### src/rtl/mem_stage_fwd_unit_if.sv
// Pipeline-side signal bundle for mem_stage_fwd_unit: X/M instructions, M write-back
// value and the forwarding/stall results returned to the DMEM address/data muxes.
interface mem_stage_fwd_unit_if #(
  parameter int XLEN = 32
);
  logic            advance;
  logic [31:0]     inst_X;
  logic [31:0]     inst_M;
  logic [XLEN-1:0] wb_data_M;
  logic [1:0]      addr_fwd_sel;
  logic [1:0]      data_fwd_sel;
  logic [XLEN-1:0] fwd_addr;
  logic [XLEN-1:0] fwd_data;
  logic            hazard_stall;

  modport master (
    output advance, inst_X, inst_M, wb_data_M,
    input  addr_fwd_sel, data_fwd_sel, fwd_addr, fwd_data, hazard_stall
  );

  modport slave (
    input  advance, inst_X, inst_M, wb_data_M,
    output addr_fwd_sel, data_fwd_sel, fwd_addr, fwd_data, hazard_stall
  );
endinterface

### src/rtl/mem_stage_fwd_unit.sv
// M-stage/history operand forwarding for the store in X, with load-latency stall tracking.
// Optional FWD_LOAD_ADDR_EN: a LOAD in X also consumes forwarded rs1 (load-to-load address chain).
module mem_stage_fwd_unit #(
  parameter int XLEN     = 32,
  parameter int DEPTH    = 2,
  parameter int LOAD_LAT = 1
) (
  input  logic                clk,
  input  logic                rst_n,
  mem_stage_fwd_unit_if.slave bus
);
  localparam int CNT_W = (LOAD_LAT > 0) ? $clog2(LOAD_LAT + 1) : 1;

  localparam logic [6:0] OPC_LOAD   = 7'b0000011;
  localparam logic [6:0] OPC_STORE  = 7'b0100011;
  localparam logic [6:0] OPC_OP     = 7'b0110011;
  localparam logic [6:0] OPC_OP_IMM = 7'b0010011;
  localparam logic [6:0] OPC_LUI    = 7'b0110111;
  localparam logic [6:0] OPC_AUIPC  = 7'b0010111;
  localparam logic [6:0] OPC_JAL    = 7'b1101111;
  localparam logic [6:0] OPC_JALR   = 7'b1100111;

  function automatic logic writes_rd(input logic [6:0] opc);
    case (opc)
      OPC_LOAD, OPC_OP, OPC_OP_IMM, OPC_LUI,
      OPC_AUIPC, OPC_JAL, OPC_JALR: writes_rd = 1'b1;
      default:                      writes_rd = 1'b0;
    endcase
  endfunction

  logic [6:0] opc_x, opc_m;
  logic [4:0] rs1_x, rs2_x, rd_m;
  logic       writer_m, load_m, store_x, load_x;
  logic       addr_cons, data_cons;

  assign opc_x = bus.inst_X[6:0];
  assign rs1_x = bus.inst_X[19:15];
  assign rs2_x = bus.inst_X[24:20];
  assign opc_m = bus.inst_M[6:0];
  assign rd_m  = bus.inst_M[11:7];

  assign writer_m = writes_rd(opc_m) && (rd_m != 5'd0);
  assign load_m   = (opc_m == OPC_LOAD);
  assign store_x  = (opc_x == OPC_STORE);
  assign load_x   = (opc_x == OPC_LOAD);

`ifdef FWD_LOAD_ADDR_EN
  assign addr_cons = store_x || load_x;
`else
  assign addr_cons = store_x;
`endif
  assign data_cons = store_x;

  logic unused_inst_bits;
  assign unused_inst_bits = ^{bus.inst_X[31:25], bus.inst_X[14:7], bus.inst_M[31:12]};

  // Retired write-back history, index 0 youngest
  logic [DEPTH-1:0]           hist_valid_q, hist_valid_d;
  logic [DEPTH-1:0][4:0]      hist_rd_q, hist_rd_d;
  logic [DEPTH-1:0][XLEN-1:0] hist_data_q, hist_data_d;

  always_comb begin
    hist_valid_d = hist_valid_q;
    hist_rd_d    = hist_rd_q;
    hist_data_d  = hist_data_q;
    if (bus.advance) begin
      for (int i = DEPTH - 1; i > 0; i--) begin
        hist_valid_d[i] = hist_valid_q[i-1];
        hist_rd_d[i]    = hist_rd_q[i-1];
        hist_data_d[i]  = hist_data_q[i-1];
      end
      // A non-writer in M still occupies a slot so entries keep their age order
      hist_valid_d[0] = writer_m;
      hist_rd_d[0]    = rd_m;
      hist_data_d[0]  = bus.wb_data_M;
    end
  end

  always_ff @(posedge clk) begin
    if (!rst_n) begin
      hist_valid_q <= '0;
    end else begin
      hist_valid_q <= hist_valid_d;
      hist_rd_q    <= hist_rd_d;
      hist_data_q  <= hist_data_d;
    end
  end

  // Load latency counter; stays at zero when LOAD_LAT is zero
  logic [CNT_W-1:0] cnt_q, cnt_d;
  logic             pending;

  always_comb begin
    cnt_d = cnt_q;
    if (bus.advance && load_x) begin
      cnt_d = CNT_W'(LOAD_LAT);
    end else if (cnt_q != '0) begin
      cnt_d = cnt_q - CNT_W'(1);
    end
  end

  always_ff @(posedge clk) begin
    if (!rst_n) begin
      cnt_q <= '0;
    end else begin
      cnt_q <= cnt_d;
    end
  end

  assign pending = (cnt_q != '0);

  logic [DEPTH-1:0] hit_rs1, hit_rs2;

  for (genvar gi = 0; gi < DEPTH; gi++) begin : g_match
    assign hit_rs1[gi] = hist_valid_q[gi] && (hist_rd_q[gi] == rs1_x);
    assign hit_rs2[gi] = hist_valid_q[gi] && (hist_rd_q[gi] == rs2_x);
  end

  logic [XLEN-1:0] hist_rs1_val, hist_rs2_val;

  always_comb begin
    hist_rs1_val = '0;
    hist_rs2_val = '0;
    // Walk oldest to youngest so the youngest matching entry wins
    for (int i = DEPTH - 1; i >= 0; i--) begin
      if (hit_rs1[i]) hist_rs1_val = hist_data_q[i];
      if (hit_rs2[i]) hist_rs2_val = hist_data_q[i];
    end
  end

  logic [1:0]      addr_sel, data_sel;
  logic [XLEN-1:0] addr_val, data_val;
  logic            stall;

  always_comb begin
    addr_sel = 2'd0;
    addr_val = '0;
    data_sel = 2'd0;
    data_val = '0;
    if (addr_cons && rs1_x != 5'd0) begin
      if (writer_m && rd_m == rs1_x) begin
        addr_sel = 2'd1;
        addr_val = bus.wb_data_M;
      end else if (|hit_rs1) begin
        addr_sel = 2'd2;
        addr_val = hist_rs1_val;
      end
    end
    if (data_cons && rs2_x != 5'd0) begin
      if (writer_m && rd_m == rs2_x) begin
        data_sel = 2'd1;
        data_val = bus.wb_data_M;
      end else if (|hit_rs2) begin
        data_sel = 2'd2;
        data_val = hist_rs2_val;
      end
    end
    stall = load_m && pending && (addr_sel == 2'd1 || data_sel == 2'd1);
  end

  always_comb begin
    bus.addr_fwd_sel = 2'd0;
    bus.data_fwd_sel = 2'd0;
    bus.fwd_addr     = '0;
    bus.fwd_data     = '0;
    bus.hazard_stall = 1'b0;
    if (rst_n) begin
      bus.addr_fwd_sel = addr_sel;
      bus.data_fwd_sel = data_sel;
      bus.fwd_addr     = addr_val;
      bus.fwd_data     = data_val;
      bus.hazard_stall = stall;
    end
  end
endmodule

### src/flat_wrapper.sv
// flat-port wrapper written by rule: the top's interface ports become plain ports
module mem_stage_fwd_unit_flat 
#(
  parameter int XLEN     = 32,
  parameter int DEPTH    = 2,
  parameter int LOAD_LAT = 1
)
  (clk, rst_n, bus_advance, bus_inst_X, bus_inst_M, bus_wb_data_M, bus_addr_fwd_sel, bus_data_fwd_sel, bus_fwd_addr, bus_fwd_data, bus_hazard_stall);
  mem_stage_fwd_unit_if #(.XLEN(XLEN)) bus_i ();
  input  logic clk;
  input  logic rst_n;
  input wire logic [$bits(bus_i.advance)-1:0] bus_advance;
  input wire logic [$bits(bus_i.inst_X)-1:0] bus_inst_X;
  input wire logic [$bits(bus_i.inst_M)-1:0] bus_inst_M;
  input wire logic [$bits(bus_i.wb_data_M)-1:0] bus_wb_data_M;
  output wire logic [$bits(bus_i.addr_fwd_sel)-1:0] bus_addr_fwd_sel;
  output wire logic [$bits(bus_i.data_fwd_sel)-1:0] bus_data_fwd_sel;
  output wire logic [$bits(bus_i.fwd_addr)-1:0] bus_fwd_addr;
  output wire logic [$bits(bus_i.fwd_data)-1:0] bus_fwd_data;
  output wire logic [$bits(bus_i.hazard_stall)-1:0] bus_hazard_stall;
  assign bus_i.advance = bus_advance;
  assign bus_i.inst_X = bus_inst_X;
  assign bus_i.inst_M = bus_inst_M;
  assign bus_i.wb_data_M = bus_wb_data_M;
  assign bus_addr_fwd_sel = bus_i.addr_fwd_sel;
  assign bus_data_fwd_sel = bus_i.data_fwd_sel;
  assign bus_fwd_addr = bus_i.fwd_addr;
  assign bus_fwd_data = bus_i.fwd_data;
  assign bus_hazard_stall = bus_i.hazard_stall;
  mem_stage_fwd_unit #(.XLEN(XLEN), .DEPTH(DEPTH), .LOAD_LAT(LOAD_LAT)) u_core (.clk(clk), .rst_n(rst_n), .bus(bus_i));
endmodule
### config.mk
export PLATFORM = sky130hd
export DESIGN_NAME = mem_stage_fwd_unit_flat
export DESIGN_NICKNAME = d
export VERILOG_FILES = /design/src/rtl/mem_stage_fwd_unit_if.sv /design/src/rtl/mem_stage_fwd_unit.sv /design/src/flat_wrapper.sv
export SDC_FILE = /design/constraint.sdc
export NUM_CORES = 1
export LEC_CHECK = 0
export ABC_AREA = 1
export CAP_MARGIN = 20
export CORE_MARGIN = 4
export CORE_UTILIZATION = 48
export CTS_BUF_LIST = sky130_fd_sc_hd__clkbuf_8
export CTS_CLUSTER_SIZE = 12
export DETAILED_ROUTE_END_ITERATION = 8
export PLACE_DENSITY = 0.93
export SYNTH_ARGS = -nofsm -noshare
export SYNTH_HDL_FRONTEND = slang
export SYNTH_SLANG_ARGS = --single-unit
### constraint.sdc
create_clock -name clk -period 3 [get_ports clk]
set_input_delay 0.6 -clock clk [delete_from_list [all_inputs] [get_ports clk]]
set_output_delay 0.6 -clock clk [all_outputs]
set_load 0.02 [all_outputs]
Word level (Yosys, flattened, before mapping)
Cells that the tools add are included.

storage, ports and cells
  flip-flop bits (word level) = 77
  bits of input ports = 99
  output and inout port bits = 69
  word-level logic and storage cells = 68

operators by class
  add/subtract/negate cells = 1
  equality and inequality tests = 17
  multiplexer cells = 24
  reduce and logical (&&, ||, !) cells = 20

operators with widths
  cell                                           number
  two-way mux 32 bit                             12
  == test 5 bit                                  6
  == test 7 x 6 -> 1 bit, second input constant  3
  two-way mux 2 bit                              8
  nonzero test 5 bit                             3
  == test 7 x 2 -> 1 bit, second input constant  2
  == test 7 x 5 -> 1 bit, second input constant  2
  == test 7 bit, second input constant           2
  logical AND 1 bit                              12
  OR reduction 7 bit                             1
  == test 2 x 1 -> 1 bit, second input constant  2
  two-way mux 1 bit                              4
  OR reduction 2 bit                             2
  AND reduction 2 bit                            1
  logical OR 1 bit                               1
  subtractor 1 bit, second input constant        1

Longest topological paths before layout
Gate-level depths: netlist of the first run.

  depth in word-level cells = 11
  mapped depth = 11
  mapped depth without buffers = 10

Least setup slack after synthesis of the first run
Ideal clock, no wire load.

  kind = input to register
  start = input port rst_n
  end = register u_core.hist_data_q[0] in the netlist's numbering, enable pin
  library setup time = 428 ps
  arrival = 2097 ps
  data required time = 2572 ps
  setup slack = 475 ps
  stages on the path = 2
  path buffers = 0
  cells stage by stage = nand2_1 > inv_1

between the ends
  longest elaborated chain between the ends = 1

ends and longest elaborated chain
  element                               RTL line                  source
  from (decl)                           flat_wrapper.sv:11        input logic rst_n;
  AND reduction 2 bit (no source line)  --
  to (signal assigned)                  mem_stage_fwd_unit.sv:85  hist_data_q <= hist_data_d;
  to (decl)                             mem_stage_fwd_unit.sv:60  logic [DEPTH-1:0][XLEN-1:0] hist_data_q, hist_data_d;

Every way passes these cells.
A chain may end at the register's enable or synchronous reset.

Worst setup path in the final report of the first run
  start = input port bus_inst_X[4]
  end = output port bus_fwd_addr[18]

between the ends
  longest elaborated chain between the ends = 4

ends and longest elaborated chain
  element                 RTL line                   source
  from (decl)             flat_wrapper.sv:13         input wire logic [$bits(bus_i.inst_X)-1:0] bus_inst_X;
  == test 7 x 6 -> 1 bit  mem_stage_fwd_unit.sv:44   assign store_x = (opc_x == OPC_STORE);
  logical AND 1 bit       mem_stage_fwd_unit.sv:140  if (addr_cons && rs1_x != 5'd0) begin
  two-way mux 32 bit      mem_stage_fwd_unit.sv:140
  two-way mux 32 bit      mem_stage_fwd_unit.sv:167  if (rst_n) begin
  to (decl)               flat_wrapper.sv:18         output wire logic [$bits(bus_i.fwd_addr)-1:0] bus_fwd_addr;

Every way passes these cells.

==> flow_summary.toml, run 1 <==
[outcome]
outcome = "finished, final reports clean"

[routing]
vias = 5505
vias_per_cell = 5.69
final_antenna_net_count = 0
finalWirelength_um = 16400
first_pass_iters = 5
dr.first_iter.drc_count = 475
routedWlPerCell_um = 16.9
route.detailed.drc = 0

[critical_path]
cp-startpoint = "bus_inst_X[4]"
rr_startpoint = "u_core.hist_rd_q[0]$_DFFE_PP_"
end_kind = "output pin"
rr_worst_depth = 0
rrSetupSlack_ns = 2.26
start_kind = "primary input"
critPathRequiredTime_ns = 2.40
worstSetupPathDepth = 12
critPathMaxFanout = 17
cp_common_cell = "nand2_1"
cpPeakStageDelay_ns = 0.39
path_buf_inv = 5
path_cells = "clkdlybuf4s50_1, nor2_1, nand2_1, nor2_4, nand3_2, inv_1, nand3_2, inv_4, buf_12, nand2_1, nand2_1, buf_2"
slowest_stage = "clkdlybuf4s50_1"
arrival_ns = 2.32
r2r-end = "u_core.hist_rd_q[5]$_DFFE_PP_"
critPathKind = "primary input to output pin"
worst_path_dominant_cell_family = "buffers and inverters"

[yosys]
syn_avg_cell_area_um2 = 7.48
ys_async_sr_fraction_pct = 0
synth_top_family_by_area = "simple AND/OR/NAND/NOR gates"
synthXorXnorAreaFrac_pct = 1.22
synth_seq_cells = 77
syn_inst = 672
synth_area_um2 = 5030
ys_top_cells_by_count = "nand2_1, nand3_1, edfxtp_1"
synth-compound-area-share_pct = 2.14
synth_top_cell_by_area = "edfxtp_1"
synthSimpleGateAreaFrac_pct = 44.0
yosysSeqAreaShare_pct = 45.4
synth_top_area_share_pct = 44.2
yosys_most_used_dff = "edfxtp_1"
synth_cell_types = 21
synth.area.top_cells = "edfxtp_1, nand2_1, nand4_1"
synth_most_common_cell = "nand2_1"
synth_adder_area_share_pct = 0
yosysWarningCount = 0
synth_edf_count = 74
muxShareOfSynthArea_pct = 0
synthesis.nets = 771

[global_routing]
grt_max_degree = 41
grt_util_met2_pct = 44.6
grtUsageMet1_pct = 34.3
grt_busiest_layer = "met2"
grt_pass1_wl_um = 25200
grt_pass1_vias = 5145
met3_usage_pct = 5.36
antenna_found_initial = 0
grt_overflow = 0
grt_use_total_pct = 26.9

[placement]
io_buffer_count = 132
hpwl_um = 10700
place.gp.congestion = 0.878

[sta]
max_slew_margin_pct = 64.8
worstMarginPinSlew_ns = 0.528
skew_ns = 0.0108
fmax_mhz = 342
finalSetupTns_ns = 0
period_share_pct = 97.4
maxSlewViolCount = 0
setup_viol = 0
hold_viol = 0
layout_min_cycle_time_ns = 2.92

[power_and_ir_drop]
p_per_area_nw_per_um2 = 338
power.switching_uw = 622
p_comb_share_pct = 15.6
seqPwrFrac_pct = 56.0
intPower_uw = 1670
peakVddDrop_mv = 0.277
pwr-share-clk_pct = 28.4
p_leak_uw = 0.00335
p_sw_share_pct = 27.1

[clock_network]
cts_buffer_depth = 2
clkLatencyLatePin_ns = 0.36
cts_tree = "yes"
clock-root-buffer = "clkbuf_8"
holdBufCountCts = 0
cts.sinks = 77
clk_pin_slew_worst_paths_ns = 0.07
h-tree-depth = 3
numCtsBuffers = 9

[die]
initial_utilization_pct = 48.9
placementRows = 37
die_h_um = 110
core_area_um2 = 10300
die_w_um = 110
io_pins = 168
die-area_um2 = 12200

[hold_path]
holdPathStages = 0
worstHoldStart = "u_core.hist_data_q[28]$_DFFE_PP_"
holdPathEnd = "u_core.hist_data_q[60]$_DFFE_PP_"
worstHoldPathType = "flip-flop to flip-flop"

[layout]
drive_gt1_share_pct = 20.4
area_growth_pct = 34.9
insertedDiodeCount = 0
fin_nets = 928
fin_util_pct = 66.0
fillers = 866

[flow_run]
drv_cap = 0
-- final cells by class --
type                    count  area (um2)  share of cell area [%]
multi-input cells         520        2450                    36.2
clock buffers               9         124                    1.83
repair buffers            188        1600                    23.6
flip-flops and latches     77        2280                    33.6
clock inverters             5        22.5                   0.332
inverters                  33         131                    1.94
well taps                 136         170                    2.51
-- cell usage in the layout, fill, tap and decap left out, types with 2 or more instances in the layout --
cell	count
nand3_2	5
o21ai_2	2
o21ai_0	3
a21oi_1	2
buf_4	34
xnor2_1	6
a21oi_4	4
nand3_1	70
nor2_2	2
clkbuf_2	4
clkdlybuf4s50_1	46
buf_8	2
nand2_1	324
edfxtp_1	74
dlymetal6s2s_1	4
buf_12	7
nand4_1	67
inv_1	22
clkbuf_8	9
dlygate4sd2_1	14
nand3_4	2
nor2_1	21
nor2_4	5
inv_2	11
dfxtp_1	3
buf_6	13
buf_2	61
clkinv_1	2
-- sequential cells by signal, summed over array words and instances (netlist names) --
signal	flops
u_core.hist_data_q	64
u_core.hist_valid_q	2
u_core.cnt_q	1
u_core.hist_rd_q	10
-- per-layer routing --
layer | vias to the layer above | share of wire, %
li1 | 2573 | -
met1 | 2516 | 38
met2 | 366 | 48
met3 | 50 | 11
met4 | 0 | 2.6
met5 | - | 0
-- timing repair --
| item | CTS | global route |
|---|---|---|
| setup buffers | 2 | 1 |
| gates resized for setup | 242 | 88 |
| cloned | 5 | 1 |
| pin swaps | 4 | 5 |
| endpoints found under the setup margin | 69 | 69 |
-- worst max path at each step --
stage,to,slack [ns]
global placement,bus_fwd_data[31],-0.46
global route,bus_data_fwd_sel[0],-0.05
floorplan,u_core.hist_data_q[0]$_DFFE_PP_,0.48
finish,bus_fwd_addr[18],0.08
CTS,bus_fwd_data[14],-0.004
detailed placement,bus_fwd_addr[18],-0.49
-- power groups by stage --
| stage | clock network [uW] | logic (uW) | registers [uW] |
|---|---|---|---|
| floorplan | 0 | 168 | 1290 |
| global placement | 0 | 338 | 1300 |
| detailed placement | 0 | 343 | 1300 |
| CTS | 659 | 345 | 1280 |
| global route | 691 | 383 | 1290 |
| finish | 651 | 358 | 1280 |
-- through the flow --
step / std cells / setup WS [ns] / area (um2) / power (uW) / hold WS [ns]
after floorplan: 672 / 0.475 / 5030 / 1460 / 0.450
after CTS: 966 / -0.00383 / 7020 / 2280 / 0.480
after detailed placement: 945 / -0.491 / 6710 / 1650 / 0.471
after global placement: 945 / -0.460 / 6710 / 1640 / 0.455
final: 968 / 0.0788 / 6780 / 2290 / 0.491
after global routing: 968 / -0.0540 / 6780 / 2360 / 0.500
-- cells by family after synthesis --
kind of cell / after synthesis
simple gates: 502
xor+xnor: 7
compound gates: 11
flops: 77
buf+inv: 75
Note: power is estimated with default switching activity, not from simulation.
==> inputs of run 2 (changes only) <==
- CELL_PAD_IN_SITES_DETAIL_PLACEMENT: default -> 1
- CELL_PAD_IN_SITES_GLOBAL_PLACEMENT: default -> 1
- CORE_UTILIZATION: 48 -> 34
- PLACE_DENSITY: 0.93 -> 0.87
==> flow_summary.toml, run 2 (same netlist as run 1, synthesis figures left out) <==
[critical_path]
start_kind = "primary input"
end_kind = "output pin"
r2r-end = "u_core.hist_rd_q[5]$_DFFE_PP_"
rrSetupSlack_ns = 2.27
rr_worst_depth = 0
rr_startpoint = "u_core.hist_rd_q[0]$_DFFE_PP_"
critPathKind = "primary input to output pin"
critPathRequiredTime_ns = 2.40
critPathMaxFanout = 8
arrival_ns = 2.32

[placement]
io_buffer_count = 132
hpwl_um = 12600
place.gp.congestion = 0.805
placed_area_um2 = 6780

[power_and_ir_drop]
peakVddDrop_mv = 0.206
intPower_uw = 1850
p_comb_share_pct = 14.7
p_sw_share_pct = 26.8
power_uw = 2530
pwr-share-clk_pct = 34.7
seqPwrFrac_pct = 50.7
p_per_area_nw_per_um2 = 356
p_leak_uw = 0.00340
power.switching_uw = 679

[routing]
final_antenna_net_count = 0
vias = 5355
vias_per_cell = 5.27
route.detailed.drc = 0
routedWlPerCell_um = 18.5
first_pass_iters = 5
dr.first_iter.drc_count = 467
finalWirelength_um = 18900

[hold_path]
worstHoldPathType = "flip-flop to flip-flop"
holdPathStages = 0
holdPathEnd = "u_core.hist_data_q[57]$_DFFE_PP_"
worstHoldStart = "u_core.hist_data_q[25]$_DFFE_PP_"

[layout]
final_cell_mix = "nand2_1, edfxtp_1, nand3_1, nand4_1, buf_4"
fillers = 1836
area_growth_pct = 41.3
regMostFlops = "u_core.hist_data_q"
layout.cells.most_common = "nand2_1"
fin_nets = 927
largestRegisters = "u_core.hist_data_q x64, u_core.hist_rd_q x10, u_core.hist_valid_q x2"
finish.instance_area_um2 = 7100
fin_util_pct = 48.9
largest_reg_flops = 64
drive_gt1_share_pct = 21.6
insertedDiodeCount = 0

[sta]
finalSetupTns_ns = 0
worstMarginPinSlew_ns = 0.428
grt_setup_unrepaired = "yes"
layout_min_cycle_time_ns = 2.92
setup_viol = 0
max_slew_margin_pct = 71.5
hold_viol = 0
fmax_mhz = 343
maxSlewViolCount = 0
period_share_pct = 97.2
skew_ns = 0.00796

[clock_network]
clock-root-buffer = "clkbuf_8"
holdBufCountCts = 0
clkLatencyLatePin_ns = 0.37
h-tree-depth = 3
numCtsBuffers = 9
cts.sinks = 77
clk_pin_slew_worst_paths_ns = 0.08
cts_tree = "yes"
cts_buffer_depth = 2

[global_routing]
grt_use_total_pct = 22.6
grt_util_met2_pct = 38.6
grt_pass1_wl_um = 29600
grt_overflow = 0
grt_pass1_vias = 5582
met3_usage_pct = 4.16
grt_max_degree = 75
grt_busiest_layer = "met2"
antenna_found_initial = 0
grtUsageMet1_pct = 29.0

[die]
die-area_um2 = 16800
io_pins = 168
placementRows = 44
initial_utilization_pct = 34.6
core_area_um2 = 14500
die_h_um = 130
die_w_um = 130

[outcome]
outcome = "finished, final reports clean"

[flow_run]
drv_cap = 0
[run 2: cell types whose count changed in the layout (fill, tap and decap cells not counted), moves of 2 or more]
cell       previous run  this run
buf_12                7        12
clkinv_2              0         2
nand2_2               0         6
inv_2                11        15
inv_1                22        19
nand2_1             324       319
buf_2                61        30
bufinv_16             0         2
buf_4                34        58
clkbuf_2              4         2
[run 2: cell type report]
cell class | count | area (um2) | area share, %
Timing Repair Buffer | 187 | 1800 | 25.4
Inverter | 33 | 124 | 1.74
Clock inverter | 7 | 81.3 | 1.15
Multi-Input combinational cell | 520 | 2460 | 34.6
Tap cell | 184 | 230 | 3.24
Clock buffer | 9 | 124 | 1.74
Sequential cell | 77 | 2280 | 32.1
[run 2: metrics by stage]
stage / hold WS [ns] / cells / setup WS (ns)
detailed placement: 0.462 / 988 / -0.561
finish: 0.485 / 1017 / 0.0846
floorplan: 0.450 / 672 / 0.475
CTS: 0.480 / 1014 / -0.0338
global placement: 0.453 / 988 / -0.514
global route: 0.501 / 1017 / -0.0206
[run 2: layer usage]
layer  up-vias  wire length [um]
li1       2570                 -
met1      2559              8030
met2       198              9280
met3        28              1170
met4         0               381
met5         -                 0
[run 2: power groups by stage]
stage	clock network [uW]	logic, uW	registers, uW
detailed placement	0	359	1300
global route	941	403	1290
global placement	0	351	1300
finish	876	371	1280
CTS	889	364	1280
floorplan	0	168	1290
[run 2: critical path, stage by stage]
cell and delay [ns]:
clkdlybuf4s50_1 0.41, inv_2 0.08, nand3_1 0.06, nand2_1 0.07
nand3_1 0.08, nor2_1 0.11, buf_4 0.14, buf_6 0.12
nand2_8 0.07, bufbuf_16 0.28, nand3_1 0.08, nand2_1 0.05
buf_4 0.15
[run 2: what timing repair did]
item                                    4_1_cts  5_1_grt
pin swaps                                     9        9
buffers inserted                              6        2
resized for setup                           337       41
gates cloned                                  6        1
endpoints found under the setup margin       69       69
[run 2: how the worst max path moves through the flow]
stage / endpoint / from / cells after the start / slack (ns)
after floorplan: u_core.hist_data_q[0]$_DFFE_PP_ / rst_n / 2 / 0.48
after global placement: bus_fwd_data[12] / bus_inst_X[24] / 11 / -0.51
after detailed placement: bus_fwd_addr[9] / bus_inst_M[10] / 12 / -0.56
after CTS: bus_fwd_addr[9] / bus_inst_X[15] / 11 / -0.03
after global routing: bus_fwd_addr[3] / bus_inst_X[3] / 12 / -0.02
final: bus_fwd_data[21] / bus_inst_M[4] / 13 / 0.08
==> inputs of run 3 (changes only) <==
- CORE_UTILIZATION: 34 -> 33
- CTS_BUF_LIST: sky130_fd_sc_hd__clkbuf_8 -> default
- PLACE_DENSITY: 0.87 -> 0.85
- TNS_END_PERCENT: default -> 50
==> flow_summary.toml, run 3 (same netlist as run 1, synthesis figures left out) <==
[sta]
max_slew_margin_pct = 61.2
fmax_mhz = 344
fin_ws_ns = 0.0909
setup_viol = 0
period_share_pct = 97.0
grt_setup_unrepaired = "yes"
skew_ns = 0.00617
hold_viol = 0
layout_min_cycle_time_ns = 2.91
maxSlewViolCount = 0
worstMarginPinSlew_ns = 0.582

[critical_path]
critPathKind = "primary input to output pin"
rr_worst_depth = 2
rrSetupSlack_ns = 2.25
critPathRequiredTime_ns = 2.40
arrival_ns = 2.31
r2r-end = "u_core.hist_valid_q[1]$_SDFFE_PN0P_"
start_kind = "primary input"
critPathMaxFanout = 4
rr_startpoint = "u_core.hist_valid_q[1]$_SDFFE_PN0P_"
end_kind = "output pin"

[die]
die-area_um2 = 17300
io_pins = 168
initial_utilization_pct = 34.1
placementRows = 44
die_w_um = 131
die_h_um = 131
core_area_um2 = 14800

[placement]
hpwl_um = 12700
place_ws_ns = -0.534
placed_area_um2 = 6790
io_buffer_count = 132
place.gp.congestion = 0.828
dp.cells = 994

[routing]
route.detailed.drc = 0
vias_per_cell = 5.29
dr.first_iter.drc_count = 493
first_pass_iters = 5
finalWirelength_um = 19200
vias = 5410
final_antenna_net_count = 0
routedWlPerCell_um = 18.8

[clock_network]
clk_pin_slew_worst_paths_ns = 0.06
h-tree-depth = 3
cts_tree = "yes"
clock-root-buffer = "clkbuf_16"
numCtsBuffers = 9
holdBufCountCts = 0
clkLatencyLatePin_ns = 0.34
cts.sinks = 77
cts_buffer_depth = 2

[power_and_ir_drop]
p_leak_uw = 0.00344
peakVddDrop_mv = 0.391
p_per_area_nw_per_um2 = 384
power_uw = 2720

[global_routing]
grt_max_degree = 45
grt_overflow = 0
antenna_found_initial = 0
grt_use_total_pct = 21.9
grt_pass1_wl_um = 30900
grt_pass1_vias = 5713

[hold_path]
holdPathStages = 0
worstHoldPathType = "flip-flop to flip-flop"
holdPathEnd = "u_core.hist_data_q[48]$_DFFE_PP_"
worstHoldStart = "u_core.hist_data_q[16]$_DFFE_PP_"

[layout]
fin_nets = 934
regMostFlops = "u_core.hist_data_q"
largest_reg_flops = 64
insertedDiodeCount = 0
area_growth_pct = 41.3
final_cell_mix = "nand2_1, edfxtp_1, nand3_1, nand4_1, buf_4"
layout.cells.most_common = "nand2_1"
fillers = 1861
largestRegisters = "u_core.hist_data_q x64, u_core.hist_rd_q x10, u_core.hist_valid_q x2"
drive_gt1_share_pct = 21.7
finish.instance_area_um2 = 7100
fin_cells = 1023

[outcome]
outcome = "finished, final reports clean"

[flow_run]
drv_cap = 0
==> run 3: repair_timing <==
item,CTS,global route
gates resized for setup,279,69
setup endpoints to repair,69,67
cloned,5,1
buffers inserted,6,2
pin swaps,6,2
==> run 3: where the power goes <==
group | internal, uW | leakage, uW | switching, uW | total, uW
logic | 151 | 0.00259 | 225 | 376
clock network | 640 | 0.000134 | 424 | 1060
registers | 1240 | 0.000719 | 39.3 | 1280
total | 2040 | 0.00344 | 688 | 2720
==> run 3: cell type report <==
type | instances | area [um2] | share of cell area [%]
clock inverters | 2 | 35.0 | 0.493
flip-flops and latches | 77 | 2280 | 32.1
well taps | 184 | 230 | 3.24
inverters | 33 | 129 | 1.81
multi-input cells | 520 | 2460 | 34.7
clock buffers | 13 | 240 | 3.38
repair buffers | 194 | 1720 | 24.3
==> run 3: through the flow <==
stage	utilization, %	hold slack [ns]	setup TNS [ns]
2_1_floorplan	-	0.450	0
3_3_place_gp	46.0	0.452	-33.84
3_5_place_dp	46.0	0.462	-33.87
4_1_cts	49.0	0.476	-0.0846
5_1_grt	48.1	0.491	-0.151
6_report	48.1	0.477	0
==> run 3: worst max-delay path by stage <==
stage | startpoint | end | slack (ns) | cells after the start
2_1_floorplan | rst_n | u_core.hist_data_q[0]$_DFFE_PP_ | 0.48 | 2
6_report | bus_inst_X[3] | bus_fwd_addr[5] | 0.09 | 13
4_1_cts | bus_inst_X[4] | bus_fwd_addr[3] | -0.03 | 10
3_5_place_dp | bus_inst_X[21] | bus_data_fwd_sel[1] | -0.53 | 10
5_1_grt | bus_inst_X[3] | bus_fwd_addr[11] | -0.04 | 10
3_3_place_gp | bus_inst_X[17] | bus_fwd_addr[31] | -0.55 | 11
==> run 3: routing by layer <==
metal,GRT usage (%),share of wire [%],vias to the layer above
met5,0,0,-
met2,36.0,49,203
li1,-,-,2581
met4,6.30,1.9,0
met3,5.96,6.9,28
met1,28.4,43,2598
==> run 3: critical path, stage by stage <==
cell and delay [ns]:
clkdlybuf4s50_1 0.40, nor2_1 0.13, nand2_2 0.09, nor2_4 0.15
nand3_2 0.12, inv_1 0.09, nand3_2 0.12, inv_4 0.11
buf_4 0.11, buf_4 0.12, nand2_1 0.06, nand2_1 0.06
buf_2 0.15
